===== src/rtl/tt_um_logic_trainer_seq.sv =====
// Logic trainer tile: one selectable gate over an N_IN-bit operand,
// with manual entry, a timed truth-table sweep and a scored quiz.
//
// Ports:
//   clk, rst_n   clock, asynchronous active-low reset
//   ena          clock enable; 0 freezes every register
//   ui_in        [2:0] gate, [3] mode, [7:4] manual operand
//   uo_out       [3:0] operand, [4] result, [5] wrap, [6] sweep, [7] correct
//   uio_in       [0] hold, [1] answer, [2] submit, [3] clear score
//   uio_out      [7:4] score, [3:0] zero
//   uio_oe       fixed 8'hF0 (upper nibble drives the score)

module tt_um_logic_trainer_seq #(
    parameter int N_IN  = 2,
    parameter int DWELL = 10_000_000
) (
    input  logic       clk,
    input  logic       rst_n,
    input  logic       ena,
    input  logic [7:0] ui_in,
    output logic [7:0] uo_out,
    input  logic [7:0] uio_in,
    output logic [7:0] uio_out,
    output logic [7:0] uio_oe
);

    localparam int DW = (DWELL > 1) ? $clog2(DWELL) : 1;
    localparam logic [DW-1:0] DLAST = DW'(DWELL - 1);
    localparam logic [DW-1:0] DONE  = DW'(1);
    localparam logic [3:0]    MASK  = 4'((1 << N_IN) - 1);

    typedef enum logic [1:0] {
        MANUAL,
        SWEEP,
        HOLD
    } state_t;

    // Pin decode
    logic [2:0] gate_sel;
    logic       mode;
    logic [3:0] man_op;
    logic       hold;
    logic       answer;
    logic       submit;
    logic       clear;
    logic [3:0] unused_uio;

    assign gate_sel   = ui_in[2:0];
    assign mode       = ui_in[3];
    assign man_op     = ui_in[7:4] & MASK;
    assign hold       = uio_in[0];
    assign answer     = uio_in[1];
    assign submit     = uio_in[2];
    assign clear      = uio_in[3];
    assign unused_uio = uio_in[7:4];

    // Registered state
    state_t        state;
    logic [3:0]    vec_cnt;
    logic [DW-1:0] dwell_cnt;
    logic          step_wrap;
    logic [3:0]    disp_op;
    logic          res_q;
    logic          wrap_q;
    logic          active_q;

    logic          sub_q;
    logic          sub_prev;
    logic          det_q;
    logic [3:0]    score;
    logic          correct;

    // Gate over the masked vector; AND-type reductions treat the
    // unused upper bits as 1 so they do not force the result low.
    function automatic logic gate_eval(
        input logic [2:0] sel,
        input logic [3:0] v
    );
        logic r;
        r = 1'b0;
        case (sel)
            3'd0: r = &(v | ~MASK);
            3'd1: r = |v;
            3'd2: r = ~&(v | ~MASK);
            3'd3: r = ~|v;
            3'd4: r = ^v;
            3'd5: r = ~^v;
            3'd6: r = ~v[0];
            3'd7: r = v[0];
            default: r = 1'b0;
        endcase
        return r;
    endfunction

    // The display follows the counter whenever the FSM is not in MANUAL,
    // so operand and result are loaded from the same source each cycle.
    logic [3:0] op_src;
    assign op_src = (state == MANUAL) ? man_op : vec_cnt;

    // Sweep FSM, counters and display registers
    always_ff @(posedge clk or negedge rst_n) begin
        if (!rst_n) begin
            state     <= MANUAL;
            vec_cnt   <= 4'd0;
            dwell_cnt <= '0;
            step_wrap <= 1'b0;
            disp_op   <= 4'd0;
            res_q     <= 1'b0;
            wrap_q    <= 1'b0;
            active_q  <= 1'b0;
        end else if (ena) begin
            disp_op   <= op_src;
            res_q     <= gate_eval(gate_sel, op_src);
            // The counter wrapped last cycle; the display shows 0 now.
            wrap_q    <= step_wrap && (state != MANUAL);
            step_wrap <= 1'b0;
            unique case (state)
                MANUAL: begin
                    if (mode) begin
                        state     <= SWEEP;
                        vec_cnt   <= 4'd0;
                        dwell_cnt <= '0;
                        active_q  <= 1'b1;
                    end
                end
                SWEEP: begin
                    if (!mode) begin
                        state    <= MANUAL;
                        active_q <= 1'b0;
                    end else begin
                        if (dwell_cnt == DLAST) begin
                            dwell_cnt <= '0;
                            if (vec_cnt == MASK) begin
                                vec_cnt   <= 4'd0;
                                step_wrap <= 1'b1;
                            end else begin
                                vec_cnt <= vec_cnt + 4'd1;
                            end
                        end else begin
                            dwell_cnt <= dwell_cnt + DONE;
                        end
                        if (hold) begin
                            state <= HOLD;
                        end
                    end
                end
                HOLD: begin
                    if (!mode) begin
                        state    <= MANUAL;
                        active_q <= 1'b0;
                    end else if (!hold) begin
                        state <= SWEEP;
                    end
                end
                default: begin
                    state    <= MANUAL;
                    active_q <= 1'b0;
                end
            endcase
        end
    end

    // Quiz: sample submit, detect its rising edge, then score.
    always_ff @(posedge clk or negedge rst_n) begin
        if (!rst_n) begin
            sub_q    <= 1'b0;
            sub_prev <= 1'b0;
            det_q    <= 1'b0;
            score    <= 4'd0;
            correct  <= 1'b0;
        end else if (ena) begin
            sub_q    <= submit;
            sub_prev <= sub_q;
            det_q    <= sub_q & ~sub_prev;
            if (clear) begin
                score   <= 4'd0;
                correct <= 1'b0;
            end else if (det_q) begin
                if (answer == res_q) begin
                    if (score != 4'd15) begin
                        score <= score + 4'd1;
                    end
                    correct <= 1'b1;
                end else begin
                    correct <= 1'b0;
                end
            end
        end
    end

    assign uo_out  = {correct, active_q, wrap_q, res_q, disp_op};
    assign uio_out = {score, 4'b0000};
    assign uio_oe  = 8'hF0;

endmodule


===== config.mk =====
export PLATFORM = sky130hd
export DESIGN_NAME = tt_um_logic_trainer_seq
export DESIGN_NICKNAME = d
export VERILOG_FILES = /design/src/rtl/tt_um_logic_trainer_seq.sv
export SDC_FILE = /design/constraint.sdc
export NUM_CORES = 1
export LEC_CHECK = 0
export BUFFER_PORTS_ARGS = -buffer_cell sky130_fd_sc_hd__buf_2
export CAP_MARGIN = 20
export CORE_MARGIN = 2
export CORE_UTILIZATION = 60
export DETAILED_ROUTE_END_ITERATION = 8
export HOLD_SLACK_MARGIN = 0.03
export PLACE_DENSITY = 0.83
export SYNTH_ARGS = -nofsm -noshare
export SYNTH_HDL_FRONTEND = slang
export SYNTH_SLANG_ARGS = --single-unit

===== constraint.sdc =====
create_clock -name clk -period 3.2 [get_ports clk]
set_clock_uncertainty 0.15 [all_clocks]
set_input_delay 0.32 -clock clk [delete_from_list [all_inputs] [get_ports clk]]
set_output_delay 0.32 -clock clk [all_outputs]
set_load 0.01 [all_outputs]

# Word level (Yosys, flattened, before mapping)
# Index checks and enable logic that the tools add are counted.
# word_totals
register_bits,46
latch_bits,0
ram_bits,0
mem_bits_ro,0
inputBits,19
word_cells,90
mem_count,0
# classes
n_addsub,3
mul,0
div_mod_pow,0
n_lt_le_gt_ge,0
eq_ne,19
shift,0
n_mux,31
n_bitwise,3
n_reduce_logical,21
# ops
cell,count
two-way mux 24 bit,3
one-hot mux 24 bit (2 select lines),1
two-way mux 4 bit,9
"adder 24 x 1 -> 24 bit, second input constant",1
"equality test 24 bit, second input constant",1
"equality test 3 bit, second input constant",4
AND reduction 4 bit,3
two-way mux 2 bit,5
nonzero test 2 bit,5
two-way mux 1 bit,9
"adder 4 x 1 -> 4 bit, second input constant",2
"!= test 2 bit, second input constant",4
one-hot mux 1 bit (8 select lines),1
one-hot mux 4 bit (2 select lines),1
"equality test 3 x 2 -> 1 bit, second input constant",2
"!= test 3 bit, second input constant",2
one-hot mux 2 bit (3 select lines),1
AND reduction 5 bit,1
"equality test 4 x 2 -> 1 bit, second input constant",1
"!= test 4 bit, second input constant",1
AND reduction 2 bit,2
OR reduction 4 bit,1
XNOR reduction 4 bit,1
parity 4 bit,1
other kinds (13),15

# Longest topological paths before layout
# logic_depth
depth_word,5
mapped_depth,9

# Worst setup path before layout
# No wires, ideal clock.
# synth_timing
path_kind,register to register
startpoint,register state[0]
endpoint,register res_q
setup_ps,77
t_arrival_ps,1870
t_required_ps,2973
setup_slack_ps,1102
path_stages_with_launch,10
period_less_slack_ps,2098
cell_sequence,dfrtp_1 inv_1 ha_1 mux2i_1 inv_1 ha_1 xnor2_1 nand3b_1 o311a_1 a21oi_1
# synth_between
elab_chain_len,5
elab_cells_between_ends,10
classes_between,mux (2); bitwise (1); reduce/logical (7)
# synth_lines
element,line,text
start: declaration,58,state_t state;
start signal: assignment,103,state <= MANUAL;
start signal: assignment,120,state <= SWEEP;
start signal: assignment,128,state <= MANUAL;
zero test 2 bit (*),98,assign op_src = (state == MANUAL) ? man_op : vec_cnt;
two-way mux 4 bit (*),98,
named net op_src[0],97,logic [3:0] op_src;
OR reduction 4 bit or AND reduction 2 bit (tied branches),-,
zero test 1 bit (on tied branches),"85, 84",
one-hot mux 1 bit (8 select lines) (*),81,case (sel)
end signal: assignment,113,"res_q <= gate_eval(gate_sel, op_src);"
end: declaration,63,logic res_q;
# Mark *: on every way through the listed nets, which the timed path passes. The rest lies on a longest branch.
# A chain may end at the register's enable or synchronous reset.

# Worst setup path after layout
# layout_timing
startpoint,register state[1]
endpoint,register dwell_cnt[17]
# layout_between
elab_chain_len,3
elab_cells_between_ends,7
classes_between,eq/ne (3); mux (1); reduce/logical (3)
# layout_lines
element,line,text
equality test 2 x 1 -> 1 bit or zero test 2 bit (tied branches),117,unique case (state)
!= test 2 bit (no line) or nonzero test 2 bit (tied branches),-,
AND reduction 4 bit (no line),-,
end signal: assignment,140,dwell_cnt <= dwell_cnt + DONE;
end: declaration,60,logic [DW-1:0] dwell_cnt;
# Several ways; a longest one is shown, not always the timed one.

==> results.cfg <==
[worst_setup_path]
cp_max_fo = 15
required_ns = 3.26
crit_type = flop to flop
arrival_ns = 2.51
end_kind = flop
crit_path_start_kind = flop

[sta]
slew_viol_final = 0
setup_slack_ns = 0.7570
relSlewSlack_pct = 49.16
period_minus_slack_ns = 2.443
setup_tns_ns = 0
finalSetupViolCount = 0
worst_pin_slew_ns = 0.7627
fin_crit_sh_pct = 76.34
hold_violations = 0
fmax_mhz = 409.3
rsz0062_at_grt = false

[placed_design]
dp_cells = 375
placed_area_um2 = 2880
place_ws_ns = 0.7797
hpwl_um = 4097
io_buffers = 24
gp_congestion = 0.8562

[logic_synthesis]
synth-main-ff-cell = dfrtp_1
synth.top_cell.area_share_pct = 40.62
yosys-top-cells-area = dfrtp_1, nand2_1, buf_4, ha_1, a31oi_1
synth_area_leader_cell = dfrtp_1
seq_area_frac_synth_pct = 40.62
ys_ff_latch = 46
yosysWarnings = 0
syn_area_per_cell_um2 = 9.054
ys_types = 49
synth-edff-count = 0
synth_area_um2 = 2834
postSynth.asyncResetShare_pct = 100.0
syn-instance-count = 313

[status]
status = finished clean

[clocking]
cts_tree = yes
clockBufferDepth = 2
h-tree-depth = 2
clk_pin_slew_ns = 0.09
clk_latency_ns = 0.31
cts_sinks = 46
cts_buffers = 5
cts_root_buf = clkbuf_8

[detailed_routing]
antenna_left = 0
detail_route.wl_per_cell_um = 15.46
drt-initial-drc-count = 182
drt_pass1_iterations = 5
vias_per_cell = 6.169
via_count = 2375
routed_wl_um = 5952
drc = 0

[die]
die_area_um2 = 5289
initial_core_util_pct = 61.22
core_um2 = 4629
pin_count = 43
dieHeight_um = 72.73
rows = 25
die_x_um = 72.73

[cells_and_area]
areaGrowthSynthToFinish_pct = 6.667
diodes = 0
stdcell_count = 385
drive_above_1_share_pct = 14.20
design_area_um2 = 3023
nets = 359

[flow_run]
maxCapViolCount = 0

[grt]
gr-total-overflow = 0
gr-usage-all-layers_pct = 22.97
antenna_found_initial = 0
grt_pass1_wl_um = 9535
grt_max_degree = 47
grt_pass1_vias = 2087

[power]
power_density_nw_per_um2 = 587.8
vdd_drop_max_mv = 0.2196
p_leak_nw = 1.386
power.total_mw = 1.777

[hold_path]
min_path_type = input port to flop
==> layout by cell type, fill, tap and decap left out, types with 3 or more instances in the layout <==
cell      count
a21oi_1      14
a31oi_1      19
a41oi_1       8
and2_1        3
and3_1        5
and4_1        3
buf_2        24
buf_4         3
clkbuf_8      5
conb_1       12
dfrtp_1      46
ha_1         10
inv_1        18
mux2_2        3
mux2i_1       8
nand2_1      38
nand2b_1      9
nand3_1      19
nand3b_1      3
nand4_1       4
nor2_1       15
o211ai_1      4
o21ai_0      11
o21ai_1       5
o22ai_1       7
xnor2_1       4
==> power breakdown <==
group / internal (mW) / switching (mW) / total, mW
clock network: 0.234 / 0.213 / 0.447
logic: 0.228 / 0.373 / 0.601
registers: 0.651 / 0.0779 / 0.729
total: 1.11 / 0.664 / 1.78
==> flip-flops by register name (all words and copies together), names as in the netlist <==
| signal | cells |
|---|---|
| dwell_cnt | 24 |
| disp_op | 4 |
| score | 4 |
| vec_cnt | 4 |
| state | 2 |
| active_q | 1 |
| correct | 1 |
| det_q | 1 |
| res_q | 1 |
| step_wrap | 1 |
| sub_prev | 1 |
| sub_q | 1 |
| wrap_q | 1 |
==> worst paths after layout <==
| kind | from | endpoint | slack, ns | cells past startpoint |
|---|---|---|---|---|
| max | state[1]$_DFFE_PN0P_ | dwell_cnt[17]$_DFFE_PN0P_ | 0.76 | 6 |
| min | uio_in[3] | score[1]$_DFFE_PN0P_ | 0.1 | 2 |
| max reg2reg | state[1]$_DFFE_PN0P_ | dwell_cnt[17]$_DFFE_PN0P_ | 0.76 | 6 |
| min reg2reg | sub_prev$_DFFE_PN0P_ | det_q$_DFFE_PN0P_ | 0.33 | 1 |
| max in group asynchronous | rst_n | dwell_cnt[4]$_DFFE_PN0P_ | 2.18 | 3 |
| min in group asynchronous | rst_n | score[3]$_DFFE_PN0P_ | 0.25 | 2 |
==> layout make-up <==
type                            count  area [µm²]
Multi-Input combinational cell    230        1451
Tap cell                           54       67.56
Inverter                           18       67.56
Timing Repair Buffer               29       172.7
Fill cell                         365        1607
Sequential cell                    46        1151
Clock inverter                      3       43.79
Clock buffer                        5       68.82
==> worst max-delay path: stages (launching register included) <==
cell and delay [ns]:
dfrtp_1 0.41, inv_1 0.13, ha_1 0.29, inv_1 0.18
a21oi_2 0.60, nand3_1 0.27, o311ai_1 0.31
==> kinds of logic (layout without fill, tap and decap cells) <==
group	count (synthesis)	in the layout	share of synthesized area, %
and+or+nand+nor	116	116	22.65
AOI/OAI and AO/OA	77	77	17.31
buffers and inverters	47	55	9.492
DFF	46	46	40.62
muxes	11	11	4.018
adders and majority gates	10	10	4.415
xor gates and xnor gates	4	4	1.236
other	2	12	0.2650
==> cell usage after synthesis (3+ instances only) <==
cell      number
a21oi_1       14
a31oi_1       19
a41oi_1        8
and2_1         3
and3_1         5
and4_1         3
buf_4         18
buf_6          3
clkbuf_1       4
dfrtp_1       46
ha_1          10
inv_1         18
mux2_2         3
mux2i_1        8
nand2_1       38
nand2b_1       9
nand3_1       19
nand3b_1       3
nand4_1        4
nor2_1        15
o211ai_1       4
o21ai_0       11
o21ai_1        5
o22ai_1        7
xnor2_1        4
==> through the flow <==
stage / hold WS, ns / util, %
2_1_floorplan: -0.1256 / -
3_3_place_gp: 0.2872 / 62.22
3_5_place_dp: 0.3164 / 62.22
4_1_cts: 0.07295 / 64.65
5_1_grt: 0.1039 / 65.30
6_report: 0.09531 / 65.30
==> routing by layer <==
metal / global-route usage, % / wire [µm]
met3: 4.558 / 294
met4: 5.967 / 53
met5: 0 / 0
met1: 29.79 / 2683
met2: 39.39 / 2921
==> timing repair <==
action                                 in CTS  in global routing
hold buffers                                0                  1
setup buffers                               0                  0
endpoints found under the hold margin       0                 46
gates resized for setup                     0                  0
(Power assumes the default switching activity.)
